### config.mk
export PLATFORM = sky130hd
export DESIGN_NAME = uart_tx_feeder_flat
export DESIGN_NICKNAME = d
export VERILOG_FILES = /design/src/rtl/uart_pkg.sv /design/src/rtl/uart_tx_feeder_if.sv /design/src/rtl/uart_sync_fifo.sv /design/src/rtl/uart_tx_feeder.sv /design/src/flat_wrapper.sv
export SDC_FILE = /design/constraint.sdc
export NUM_CORES = 1
export LEC_CHECK = 0
export ABC_AREA = 1
export CORE_MARGIN = 1
export CORE_UTILIZATION = 48
export DETAILED_ROUTE_END_ITERATION = 7
export PLACE_DENSITY_LB_ADDON = 0.15
export SETUP_SLACK_MARGIN = 0.3
export SLEW_MARGIN = 20
export SYNTH_ARGS = -nofsm -noshare
export SYNTH_HDL_FRONTEND = slang
export SYNTH_SLANG_ARGS = --single-unit
### constraint.sdc
create_clock -name clk -period 2.17 [get_ports clk]
set_input_delay 0.651 -clock clk [delete_from_list [all_inputs] [get_ports clk]]
set_output_delay 0.651 -clock clk [all_outputs]
set_load 0.02 [all_outputs]
### src/rtl/uart_pkg.sv
// Shared constants and the feeder FSM state encoding for the UART TX feeder.
`timescale 1ns/1ps

package uart_pkg;

  localparam int UART_DATA_W    = 8;
  localparam int FIFO_DEPTH_DEF = 8;

  typedef enum logic [1:0] {
    IDLE      = 2'd0,
    WAIT_BUSY = 2'd1,
    WAIT_DONE = 2'd2
  } feeder_state_e;

endpackage

### src/rtl/uart_tx_feeder_if.sv
// Host write port and transmitter launch handshake bundled together.
// master: host + transmitter side; slave: the feeder.
`timescale 1ns/1ps

interface uart_tx_feeder_if;
  import uart_pkg::*;

  logic [UART_DATA_W-1:0] wr_data;
  logic                   wr_valid;
  logic                   wr_ready;
  logic [UART_DATA_W-1:0] tx_data;
  logic                   tx_start;
  logic                   tx_busy;
  logic                   tx_done;

  modport master (
    output wr_data, wr_valid, tx_busy, tx_done,
    input  wr_ready, tx_data, tx_start
  );

  modport slave (
    input  wr_data, wr_valid, tx_busy, tx_done,
    output wr_ready, tx_data, tx_start
  );

endinterface

### src/rtl/uart_sync_fifo.sv
// Small synchronous FIFO: storage, wrapping pointers, occupancy count and
// full/empty flags derived from the registered count.
`timescale 1ns/1ps

module uart_sync_fifo
  import uart_pkg::*;
#(
  parameter int DEPTH = FIFO_DEPTH_DEF,
  parameter int AW    = $clog2(DEPTH)
) (
  input  logic                   clk,
  input  logic                   rst_n,
  input  logic                   push_i,
  input  logic [UART_DATA_W-1:0] din_i,
  input  logic                   pop_i,
  output logic [UART_DATA_W-1:0] dout_o,
  output logic [AW:0]            count_o,
  output logic                   empty_o,
  output logic                   full_o
);

  logic [UART_DATA_W-1:0] mem_q [DEPTH];
  logic [AW-1:0]          wr_ptr_q;
  logic [AW-1:0]          rd_ptr_q;
  logic [AW:0]            count_q;
  logic [AW:0]            count_d;

  // Storage is not reset; only entries below count are ever read.
  always_ff @(posedge clk) begin
    if (push_i) begin
      mem_q[wr_ptr_q] <= din_i;
    end
  end

  // Pointer advance, wrapping naturally modulo DEPTH.
  always_ff @(posedge clk) begin
    if (!rst_n) begin
      wr_ptr_q <= '0;
      rd_ptr_q <= '0;
    end else begin
      if (push_i) wr_ptr_q <= wr_ptr_q + AW'(1);
      if (pop_i)  rd_ptr_q <= rd_ptr_q + AW'(1);
    end
  end

  // Occupancy: simultaneous push and pop leave it unchanged.
  always_comb begin
    count_d = count_q;
    case ({push_i, pop_i})
      2'b10:   count_d = count_q + (AW+1)'(1);
      2'b01:   count_d = count_q - (AW+1)'(1);
      default: count_d = count_q;
    endcase
  end

  // Occupancy register.
  always_ff @(posedge clk) begin
    if (!rst_n) count_q <= '0;
    else        count_q <= count_d;
  end

  assign dout_o  = mem_q[rd_ptr_q];
  assign count_o = count_q;
  assign empty_o = (count_q == '0);
  assign full_o  = (count_q == (AW+1)'(DEPTH));

endmodule

### src/rtl/uart_tx_feeder.sv
// Byte buffer and launch sequencer in front of the UART transmitter.
// Optional watchdog on the wait states: define UART_TX_FEEDER_WDOG_EN.
//
// state     | meaning
// ----------+-------------------------------------------------------------
// IDLE      | waiting for a queued byte and an idle transmitter
// WAIT_BUSY | byte launched, waiting for transmitter to report busy
// WAIT_DONE | transmitter busy, waiting for its completion pulse
`timescale 1ns/1ps

module uart_tx_feeder
  import uart_pkg::*;
#(
  parameter int DEPTH = FIFO_DEPTH_DEF,
  parameter int AW    = $clog2(DEPTH)
`ifdef UART_TX_FEEDER_WDOG_EN
  , parameter int WDOG_CYCLES = 1023
`endif
) (
  input  logic        clk,
  input  logic        rst_n,
  uart_tx_feeder_if.slave bus,
  output logic [AW:0] fifo_count,
  output logic        fifo_empty,
  output logic        fifo_full,
  output logic        overflow
`ifdef UART_TX_FEEDER_WDOG_EN
  , output logic      wdog_trip
`endif
);

  feeder_state_e          state_q;
  feeder_state_e          state_d;
  logic [UART_DATA_W-1:0] tx_data_q;
  logic [UART_DATA_W-1:0] tx_data_d;
  logic                   tx_start_q;
  logic                   overflow_q;
  logic                   launch;
  logic                   push;
  logic [UART_DATA_W-1:0] fifo_head;

  // Ready is taken from the registered count, so a same-cycle pop never
  // opens a slot for a write.
  assign push         = bus.wr_valid && !fifo_full;
  assign bus.wr_ready = !fifo_full;

  uart_sync_fifo #(
    .DEPTH (DEPTH),
    .AW    (AW)
  ) u_fifo (
    .clk     (clk),
    .rst_n   (rst_n),
    .push_i  (push),
    .din_i   (bus.wr_data),
    .pop_i   (launch),
    .dout_o  (fifo_head),
    .count_o (fifo_count),
    .empty_o (fifo_empty),
    .full_o  (fifo_full)
  );

`ifdef UART_TX_FEEDER_WDOG_EN
  localparam logic [9:0] WDOG_LAST = 10'(WDOG_CYCLES - 1);

  logic [9:0] wdog_cnt_q;
  logic       wdog_trip_q;
  logic       wdog_hit;

  assign wdog_hit = (state_q != IDLE) && (wdog_cnt_q == WDOG_LAST);

  // Cycle counter for time spent waiting on the transmitter.
  always_ff @(posedge clk) begin
    if (!rst_n)                wdog_cnt_q <= '0;
    else if (launch)           wdog_cnt_q <= '0;
    else if (state_q != IDLE)  wdog_cnt_q <= wdog_cnt_q + 10'd1;
  end

  // Sticky trip flag.
  always_ff @(posedge clk) begin
    if (!rst_n) wdog_trip_q <= 1'b0;
    else        wdog_trip_q <= wdog_trip_q | wdog_hit;
  end

  assign wdog_trip = wdog_trip_q;
`endif

  // Next-state and launch decode.
  always_comb begin
    state_d = state_q;
    launch  = 1'b0;
    case (state_q)
      IDLE: begin
        if (!fifo_empty && !bus.tx_busy) begin
          launch  = 1'b1;
          state_d = WAIT_BUSY;
        end
      end
      WAIT_BUSY: begin
        if (bus.tx_done)      state_d = IDLE;
        else if (bus.tx_busy) state_d = WAIT_DONE;
      end
      WAIT_DONE: begin
        if (bus.tx_done) state_d = IDLE;
      end
      default: state_d = IDLE;
    endcase
`ifdef UART_TX_FEEDER_WDOG_EN
    if (wdog_hit) state_d = IDLE;
`endif
  end

  assign tx_data_d = launch ? fifo_head : tx_data_q;

  // State, launch outputs and sticky overflow registers.
  always_ff @(posedge clk) begin
    if (!rst_n) begin
      state_q    <= IDLE;
      tx_data_q  <= '0;
      tx_start_q <= 1'b0;
      overflow_q <= 1'b0;
    end else begin
      state_q    <= state_d;
      tx_data_q  <= tx_data_d;
      tx_start_q <= launch;
      overflow_q <= overflow_q | (bus.wr_valid && fifo_full);
    end
  end

  assign bus.tx_data  = tx_data_q;
  assign bus.tx_start = tx_start_q;
  assign overflow     = overflow_q;

endmodule

### src/flat_wrapper.sv
// flat-port wrapper written by rule: the top's interface ports become plain ports
module uart_tx_feeder_flat import uart_pkg::*;
#(
  parameter int DEPTH = FIFO_DEPTH_DEF,
  parameter int AW    = $clog2(DEPTH)

)
  (clk, rst_n, fifo_count, fifo_empty, fifo_full, overflow, bus_wr_data, bus_wr_valid, bus_tx_busy, bus_tx_done, bus_wr_ready, bus_tx_data, bus_tx_start);
  uart_tx_feeder_if bus_i ();
  input  logic clk;
  input  logic rst_n;
  output logic [AW:0] fifo_count;
  output logic fifo_empty;
  output logic fifo_full;
  output logic overflow;
  input wire logic [$bits(bus_i.wr_data)-1:0] bus_wr_data;
  input wire logic [$bits(bus_i.wr_valid)-1:0] bus_wr_valid;
  input wire logic [$bits(bus_i.tx_busy)-1:0] bus_tx_busy;
  input wire logic [$bits(bus_i.tx_done)-1:0] bus_tx_done;
  output wire logic [$bits(bus_i.wr_ready)-1:0] bus_wr_ready;
  output wire logic [$bits(bus_i.tx_data)-1:0] bus_tx_data;
  output wire logic [$bits(bus_i.tx_start)-1:0] bus_tx_start;
  assign bus_i.wr_data = bus_wr_data;
  assign bus_i.wr_valid = bus_wr_valid;
  assign bus_i.tx_busy = bus_tx_busy;
  assign bus_i.tx_done = bus_tx_done;
  assign bus_wr_ready = bus_i.wr_ready;
  assign bus_tx_data = bus_i.tx_data;
  assign bus_tx_start = bus_i.tx_start;
  uart_tx_feeder #(.DEPTH(DEPTH), .AW(AW)) u_core (.clk(clk), .rst_n(rst_n), .bus(bus_i), .fifo_count(fifo_count), .fifo_empty(fifo_empty), .fifo_full(fifo_full), .overflow(overflow));
endmodule
# Word level (Yosys, flattened, before mapping)
# Memory sizes are Yosys's and may differ from the RTL's. A register that Yosys moved wholly into a read port is not among the register bits.
# Cells that the tools add are included.
[totals]
regBits = 14
ramBits = 64
input_bits = 13
output_inout_bits = 17
word_cells = 41
mem_count = 1
[mem_list]
columns = ["name", "words", "width", "rd", "rd_ports_with_merged_regs", "wr", "line_no", "rtl"]
rows = [
  ["u_core.u_fifo.mem_q", 8, 8, 1, 1, 1, "uart_sync_fifo.sv:22", "logic [UART_DATA_W-1:0] mem_q [DEPTH];"],
]
[op_classes]
n_addsub = 4
eq_ne = 8
n_mux = 10
bitwise_logic = 1
reduce_logical = 11
[ops]
columns = ["op", "count"]
rows = [
  ["2-bit two-way mux", 4],
  ["4-bit case mux with 2 select lines", 1],
  ["3-bit by 1-bit adder with 3-bit output (second input constant)", 2],
  ["2-bit case mux with 3 select lines", 1],
  ["4-bit by 1-bit adder with 4-bit output (second input constant)", 1],
  ["2-bit by 1-bit == test with 1-bit output (second input constant)", 2],
  ["2-bit == test (second input constant)", 2],
  ["4-bit == test (second input constant)", 1],
  ["1-bit logical NOT", 4],
  ["4-bit logical NOT", 1],
  ["1-bit two-way mux", 4],
  ["4-bit by 1-bit subtractor with 4-bit output (second input constant)", 1],
  ["1-bit logical AND", 3],
  ["3-bit != test (second input constant)", 1],
  ["3-bit AND reduction", 1],
  ["2-bit logical NOT", 1],
  ["2-bit by 1-bit != test with 1-bit output (second input constant)", 1],
  ["2-bit != test (second input constant)", 1],
  ["2-bit nonzero test", 1],
  ["1-bit bitwise OR", 1],
]

# Depth between registers and ports, before layout
# Gate-level depths: netlist of the first run.
[depth]
word_depth = 7
mapped_depth = 15
ltp_nobuf = 14

# Hierarchy
# From an unflattened synthesis of the first run, not the netlist that was laid out.
[unflattened]
cells_unflattened = 335
hier_area_um2 = 3688.5
[by_module_without_submodules]
columns = ["module", "instances", "cells_per_inst", "area_per_inst_um2"]
rows = [
  ["uart_sync_fifo", 1, 268, 3155.5],
  ["uart_tx_feeder", 1, 67, 533.0],
]

# Worst setup path after synthesis of the first run
# No wires, ideal clock.
[synth_path]
path_kind = "input to register"
from = "input bus_tx_busy"
to = "register u_core.u_fifo.count_q[2] (netlist: u_core.u_fifo.count_o[2])"
setup_time_ns = 0.115
arrival_ns = 1.984
slack_ns = 0.071
stages = 13
path_buffers = 1
cell_sequence = "inv_1 -> nand2_4 -> nor2_8 -> buf_8 -> ha_1 -> nand2_1 -> inv_1 -> nor2_1 -> ha_1 -> a21oi_1 -> xnor2_1 -> o21ai_0 -> inv_1"
[synth_between]
elab_chain_cells = 6
[synth_lines]
columns = ["element", "line_no", "rtl"]
rows = [
  ["from (decl)", "flat_wrapper.sv:18", "input wire logic [$bits(bus_i.tx_busy)-1:0] bus_tx_busy;"],
  ["1-bit logical NOT (*)", "uart_tx_feeder.sv:93", "if (!fifo_empty && !bus.tx_busy) begin"],
  ["1-bit logical AND (*)", "uart_tx_feeder.sv:93", ""],
  ["1-bit two-way mux (*)", "uart_tx_feeder.sv:93", ""],
  ["1-bit two-way mux (*)", "uart_tx_feeder.sv:91", "case (state_q)"],
  ["via u_core.launch", "uart_tx_feeder.sv:38", "logic launch;"],
  ["2-bit by 1-bit == test with 1-bit output or 2-bit == test (tied branches)", "uart_sync_fifo.sv:49", "case ({push_i, pop_i})"],
  ["4-bit case mux with 2 select lines or 2-bit nonzero test (tied branches)", "--", ""],
  ["to (signal assigned)", "uart_sync_fifo.sv:59", "else count_q <= count_d;"],
  ["to (decl)", "uart_sync_fifo.sv:25", "logic [AW:0] count_q;"],
]
# Mark *: on every way through the listed nets, which the timed path passes. The rest lies on a longest branch.
# A chain may end at the register's enable or synchronous reset.

# Worst setup path after layout of the first run
[layout_path]
from = "register u_core.u_fifo.count_q[1] (netlist: u_core.u_fifo.count_o[1])"
to = "output fifo_empty"
[layout_between]
elab_chain_cells = 1
[layout_lines]
columns = ["element", "line_no", "rtl"]
rows = [
  ["4-bit logical NOT", "uart_sync_fifo.sv:64", "assign empty_o = (count_q == '0);"],
  ["to (decl)", "flat_wrapper.sv:13", "output logic fifo_empty;"],
]
# No other way between the ends.

==> reports/qor.yml, run 1 <==
status: "finished clean"
worstPathRequired_ns: 1.52
avgSynthCellArea_um2: 9.82
place_area_um2: 4360
die-height_um: 91.6
die-area_um2: 8390
via_per_inst: 4.88
area_delta_synth_final_pct: 20.7
final_cell_mix: "103 x nand2_1, 64 x inv_1, 64 x edfxtp_1"
fin_nets: 459
grt_pass1_wl_um: 12700
synth-xor-area-share_pct: 0.910
grt_overflow: 0
postSynthCellCount: 392
nFillCells: 653
synth_compound_area_share_pct: 3.90
die_w_um: 91.6
drtIter0Drc: 147
start_util_pct: 49.8
ant_nets: 0
cts-root-buf: "clkbuf_8"
synth_area_um2: 3850
grt_use_total_pct: 20.3
slew_headroom_pct: 61.4
layout_commonest_cell: "nand2_1"
grt_pass1_vias: 2561
p_total_mw: 5.14
seq_power_share_pct: 41.1
end_kind: "primary output"
cp-start-kind: "flip-flop"
design_area_um2: 4650
yosys_warnings: 0
cp_max_fo: 6
multiInputGateArea_um2: 1210
fin_crit_ns: 1.82
vias: 2673
cts.path.max_buffers: 2
clkSinkCount: 86
period_share_pct: 84.0
route.detailed.drc: 0
cp_slowest_cell: "dfxtp_4"
fmax_mhz: 549
wire_per_inst_um: 14.0
diodes: 0
coreArea_um2: 7730
drv_cap: 0
layout-drive-gt1-share_pct: 19.5
place_inst: 531
worstHoldPathType: "reg -> reg"
synthSimpleGateAreaFrac_pct: 22.4
grt_use_met1_pct: 26.0
instances_no_fill: 548
grt_start_max_net_pins: 35
path_clk_slew_ns: 0.08
synth_nets: 410
combPwrFrac_pct: 38.2
cpPeakStageDelay_ns: 0.38
powerDensity_nw_per_um2: 1110
grt.met2_usage_pct: 32.8
switching_share_pct: 36.7
irDropWorstVdd_uv: 530
cts_buffers: 9
cp.arrival_ns: 1.17
rsz0062_at_grt: "true"
htreeDepth: 3
ff2ff_path_depth: 13
muxShareOfSynthArea_pct: 0
hold_depth: 2
p_int_mw: 3.25
skew_ns: 0.0134
first_pass_iters: 4
io_buffers: 29
antenna_found_initial: 0
met3_usage_pct: 3.77
yosysSeqAreaShare_pct: 61.3
regArea_um2: 2370
slew_viol_final: 0
clk_latency_ns: 0.35
ys_ff_latch: 86
crit_chain: "nor2_4, nand3_2, inv_1, buf_4"
tritoncts: "yes"
drt_wl_total_um: 7680
io_pins: 30
row_count: 32
switchingPower_mw: 1.88
p_clk_share_pct: 20.7
synthAdderAreaFrac_pct: 1.62
setup_violations: 0
synth_top_family_by_area: "simple AND/OR/NAND/NOR gates"
yosysUniqueCellTypes: 27
worstSetupPathType: "reg -> out"
grt-busiest-layer: "met2"
gp_congestion: 0.814
finalHoldViolations: 0
worst_slew_pin_slew_ns: 0.578
fin_tns_setup_ns: 0
hpwl_um: 4950
p_leak_nw: 2.02
[synthesized netlist by cell type]
master / n / share of area [%]
nand2_2: 6 / 0.97
xnor2_1: 2 / 0.45
buf_2: 7 / 0.91
inv_2: 2 / 0.20
buf_8: 1 / 0.39
a21oi_1: 11 / 1.4
nor2_1: 18 / 1.8
nand2_4: 1 / 0.29
buf_4: 4 / 0.78
clkbuf_4: 1 / 0.20
nor2_8: 1 / 0.52
dfxtp_1: 22 / 11
nand3_1: 46 / 6.0
edfxtp_1: 64 / 50
nand3_2: 8 / 2.1
ha_1: 5 / 1.6
inv_1: 67 / 6.5
inv_4: 1 / 0.16
nand4_1: 2 / 0.32
buf_12: 1 / 0.52
xor2_1: 2 / 0.45
clkinv_1: 1 / 0.097
or2_4: 1 / 0.23
nor2_2: 1 / 0.16
nand2_1: 104 / 10
o21ai_0: 5 / 0.65
a21oi_2: 8 / 1.8
[worst max-delay path, delay by kind of cell (launching register included)]
kind | cells | cell delay [ns]
DFF | 1 | 0.38
and+or+nand+nor | 2 | 0.24
buffers and inverters | 2 | 0.20
[layout make-up]
cell class | instances | area share, %
flip-flops and latches | 86 | 51.0
multi-input cells | 221 | 26.1
repair buffers | 52 | 10.1
inverters | 71 | 6.06
clock buffers | 12 | 2.91
well taps | 102 | 2.75
clock inverters | 4 | 1.05
[routing by layer]
metal | wire (µm) | up-vias
met1 | 3370 | 1226
met3 | 398 | 24
met4 | 249 | 0
met2 | 3670 | 71
met5 | 0 | -
li1 | - | 1352
[stage by stage]
step	setup WS (ns)	hold slack [ns]	utilization [%]
floorplan	0.241	0.476	-
global placement	-0.264	0.438	56.5
detailed placement	-0.288	0.449	56.5
CTS	0.148	0.458	59.9
global route	0.274	0.484	60.1
finish	0.348	0.450	60.1
[path summary, 6_finish.rpt]
path	slack [ns]	to	start
setup / recovery	0.35	fifo_empty	u_core.u_fifo.count_o[1]
setup reg to reg	0.40	u_core.u_fifo.count_o[2]	u_core.u_fifo.count_o[1]
hold / removal	0.45	u_core.overflow	u_core.overflow
hold reg to reg	0.45	u_core.overflow	u_core.overflow
[cells by family (layout without fill, tap and decap cells)]
group                    after synthesis  count (layout)
AND/OR/NAND/NOR                      188             188
AO/OA/AOI/OAI                         24              24
buffers and inverters                 85             139
XOR/XNOR                               4               4
adder cells (fa/ha/maj)                5               5
flip-flops                            86              86
[power by group through the flow]
stage | logic [mW] | clock network (mW) | registers [mW]
6_report | 1.96 | 1.06 | 2.11
4_1_cts | 1.92 | 1.08 | 2.10
3_3_place_gp | 1.86 | 0 | 2.13
5_1_grt | 2.18 | 1.15 | 2.13
2_1_floorplan | 1.26 | 0 | 2.22
3_5_place_dp | 1.89 | 0 | 2.13
[sequential cells by signal (all words and copies together), names as in the netlist]
register and flops:
u_core.u_fifo.mem_q 64, u_core.bus.tx_data 8, u_core.u_fifo.count_o 4, u_core.u_fifo.rd_ptr_q 3, u_core.u_fifo.wr_ptr_q 3, u_core.state_q 2
u_core.bus.tx_start 1, u_core.overflow 1
[repair_timing]
item,4_1_cts,5_1_grt
setup buffers,0,1
hold buffers,0,0
resized for setup,47,15
endpoints found under the setup margin,61,6
pin swaps,7,3
(Power assumes the default switching activity.)
==> run 2, diff against run 1 <==
- clock period: 2.17 -> 1.65 ns (I/O delays scaled with it)
==> run 2 against run 1 <==
Effect of this change: the run now ends with setup timing left; hold slack barely moved; design area grew 9.7%; worst setup slack worse by 0.48 ns; sequential power is 31% higher; power increased by 52%; via count rose by 3.3%; non-clock buffer count up 21; first-iteration DRC count is 29% higher; largest cell class unchanged.
==> reports/qor.yml, run 2 (synthesis gave the netlist of run 1 again) <==
status: "complete, but fails checks"
violations: "setup timing"
path_clk_slew_ns: 0.08  # about the same
drv_cap: 0  # unchanged
io_pins: 30  # unchanged
grt_start_max_net_pins: 34  # -2.9%
hpwl_um: 5140  # +4.0%
via_per_inst: 4.85  # -0.56%
gp_congestion: 0.783  # -3.8%
area_delta_synth_final_pct: 32.4
worstSetupPathType: "reg -> reg"
layout_commonest_cell: "nand2_1"
worstHoldPathType: "reg -> reg"
grt_use_total_pct: 20.5  # +0.19 points
wire_per_inst_um: 14.3  # +2.0%
route.detailed.drc: 0  # unchanged
worst_slew_pin_slew_ns: 0.357  # -0.220 ns
ff2ff_path_depth: 14  # +1
grt_pass1_vias: 2605  # +1.7%
clkSinkCount: 86  # unchanged
fin_crit_ns: 1.78
final_cell_mix: "102 x nand2_1, 64 x edfxtp_1, 62 x inv_1"
cts-root-buf: "clkbuf_8"
instances_no_fill: 569  # +3.8%
die-area_um2: 8390  # unchanged
finalHoldViolations: 0  # unchanged
p_leak_nw: 2.17  # +7.5%
regMostFlops: "u_core.u_fifo.mem_q"
grt_pass1_wl_um: 12800  # +0.54%
fmax_mhz: 561
period_share_pct: 108
r2r_start: "u_core.u_fifo.count_o[1]"
drt_wl_total_um: 8140  # +5.9%
layout-drive-gt1-share_pct: 30.6  # +11 points
drtIter0Drc: 189  # +29%
ant_nets: 0  # unchanged
die-height_um: 91.6  # unchanged
first_pass_iters: 4  # unchanged
cp_max_fo: 4  # -2
die_w_um: 91.6  # unchanged
fin_nets: 480  # +4.6%
regToRegSetupSlack_ns: -0.13  # -0.53 ns
grt_overflow: 0  # unchanged
end_kind: "flip-flop"
min_to: "u_core.overflow"
worstPathRequired_ns: 1.90  # +0.38 ns
irDropWorstVdd_uv: 585  # +10%
cts_buffers: 9  # unchanged
skew_ns: 0.0137  # +0.000215 ns
cp-start-kind: "flip-flop"
diodes: 0  # unchanged
reg2reg_to: "u_core.u_fifo.count_o[3]"
coreArea_um2: 7730  # unchanged
antenna_found_initial: 0  # unchanged
cts.path.max_buffers: 2  # unchanged
row_count: 32  # unchanged
cp.arrival_ns: 2.04  # +0.87 ns
setup_violations: 38  # +38
clk_latency_ns: 0.36  # about the same
layout_setup_ws_ns: -0.133  # -0.481 ns
slew_viol_final: 0  # unchanged
slew_headroom_pct: 76.2  # +15 points
min_from: "u_core.overflow"
largest_reg_flops: 64  # unchanged
io_buffers: 29  # unchanged
htreeDepth: 3  # unchanged
place_inst: 538  # +1.3%
start_util_pct: 49.8  # unchanged
pre_cts_slack_ns: -0.551  # -0.263 ns
nFillCells: 598  # -8.4%
ctsHoldBuffers: 0  # unchanged
vias: 2760  # +3.3%
powerDensity_nw_per_um2: 1530  # +38%
hold_depth: 2  # unchanged
tritoncts: "yes"
rsz0062_at_grt: "true"
run 2: worst max-delay path, stage by stage, from the launching register on:
cell	delay, ns
dfxtp_4	0.36
nor2_4	0.17
nand3_4	0.10
nand2_4	0.09
nor2_8	0.05
ha_4	0.17
nand2_2	0.07
inv_2	0.05
nor2_4	0.11
buf_4	0.13
nand3_2	0.07
nand3_1	0.11
nand3_1	0.10
nand2_1	0.07
inv_1	0.04
run 2: through the flow:
stage | TNS [ns] | power (mW) | cell area (µm²) | utilization [%] | hold WS (ns)
finish | -1.30 | 7.80 | 5100 | 66.0 | 0.449
global route | -3.12 | 8.23 | 5100 | 66.0 | 0.486
CTS | -0.160 | 7.48 | 4940 | 63.9 | 0.460
detailed placement | -25.52 | 5.57 | 4600 | 59.5 | 0.446
global placement | -24.94 | 5.52 | 4600 | 59.5 | 0.437
floorplan | -0.244 | 4.67 | 3960 | - | 0.485
run 2: worst max path at each step:
stage / start / to
2_1_floorplan: bus_tx_busy / u_core.u_fifo.count_o[2]
3_3_place_gp: bus_tx_busy / u_core.u_fifo.count_o[2]
3_5_place_dp: bus_tx_busy / u_core.u_fifo.count_o[2]
4_1_cts: u_core.u_fifo.count_o[0] / u_core.u_fifo.count_o[2]
5_1_grt: u_core.u_fifo.count_o[1] / u_core.u_fifo.count_o[3]
6_report: u_core.u_fifo.count_o[1] / u_core.u_fifo.count_o[3]
run 2: power by group:
group | switching (mW) | internal (mW) | leakage (nW)
clock | 0.781 | 0.798 | 0.113
sequential | 0.155 | 2.62 | 0.768
combinational | 1.87 | 1.57 | 1.29
total | 2.80 | 4.99 | 2.17
run 2: routing by layer:
layer | GRT usage (%) | vias to the layer above | share of wire, %
li1 | - | 1394 | -
met1 | 25.4 | 1276 | 43
met2 | 35.2 | 75 | 49
met3 | 4.36 | 15 | 5.4
met4 | 7.80 | 0 | 2.1
met5 | 0 | - | 0
run 2: final cells by class:
type	instances	area, µm²	area share [%]
clock buffers	10	149	2.92
repair buffers	73	790	15.5
inverters	71	279	5.47
clock inverters	6	63.8	1.25
well taps	102	128	2.50
flip-flops and latches	86	2390	46.9
multi-input cells	221	1300	25.5
run 2: what timing repair did:
item,CTS,global route
endpoints found under the setup margin,98,97
endpoints found under the hold margin,0,0
pin swaps,8,7
setup buffers,7,8
gates resized for setup,123,25
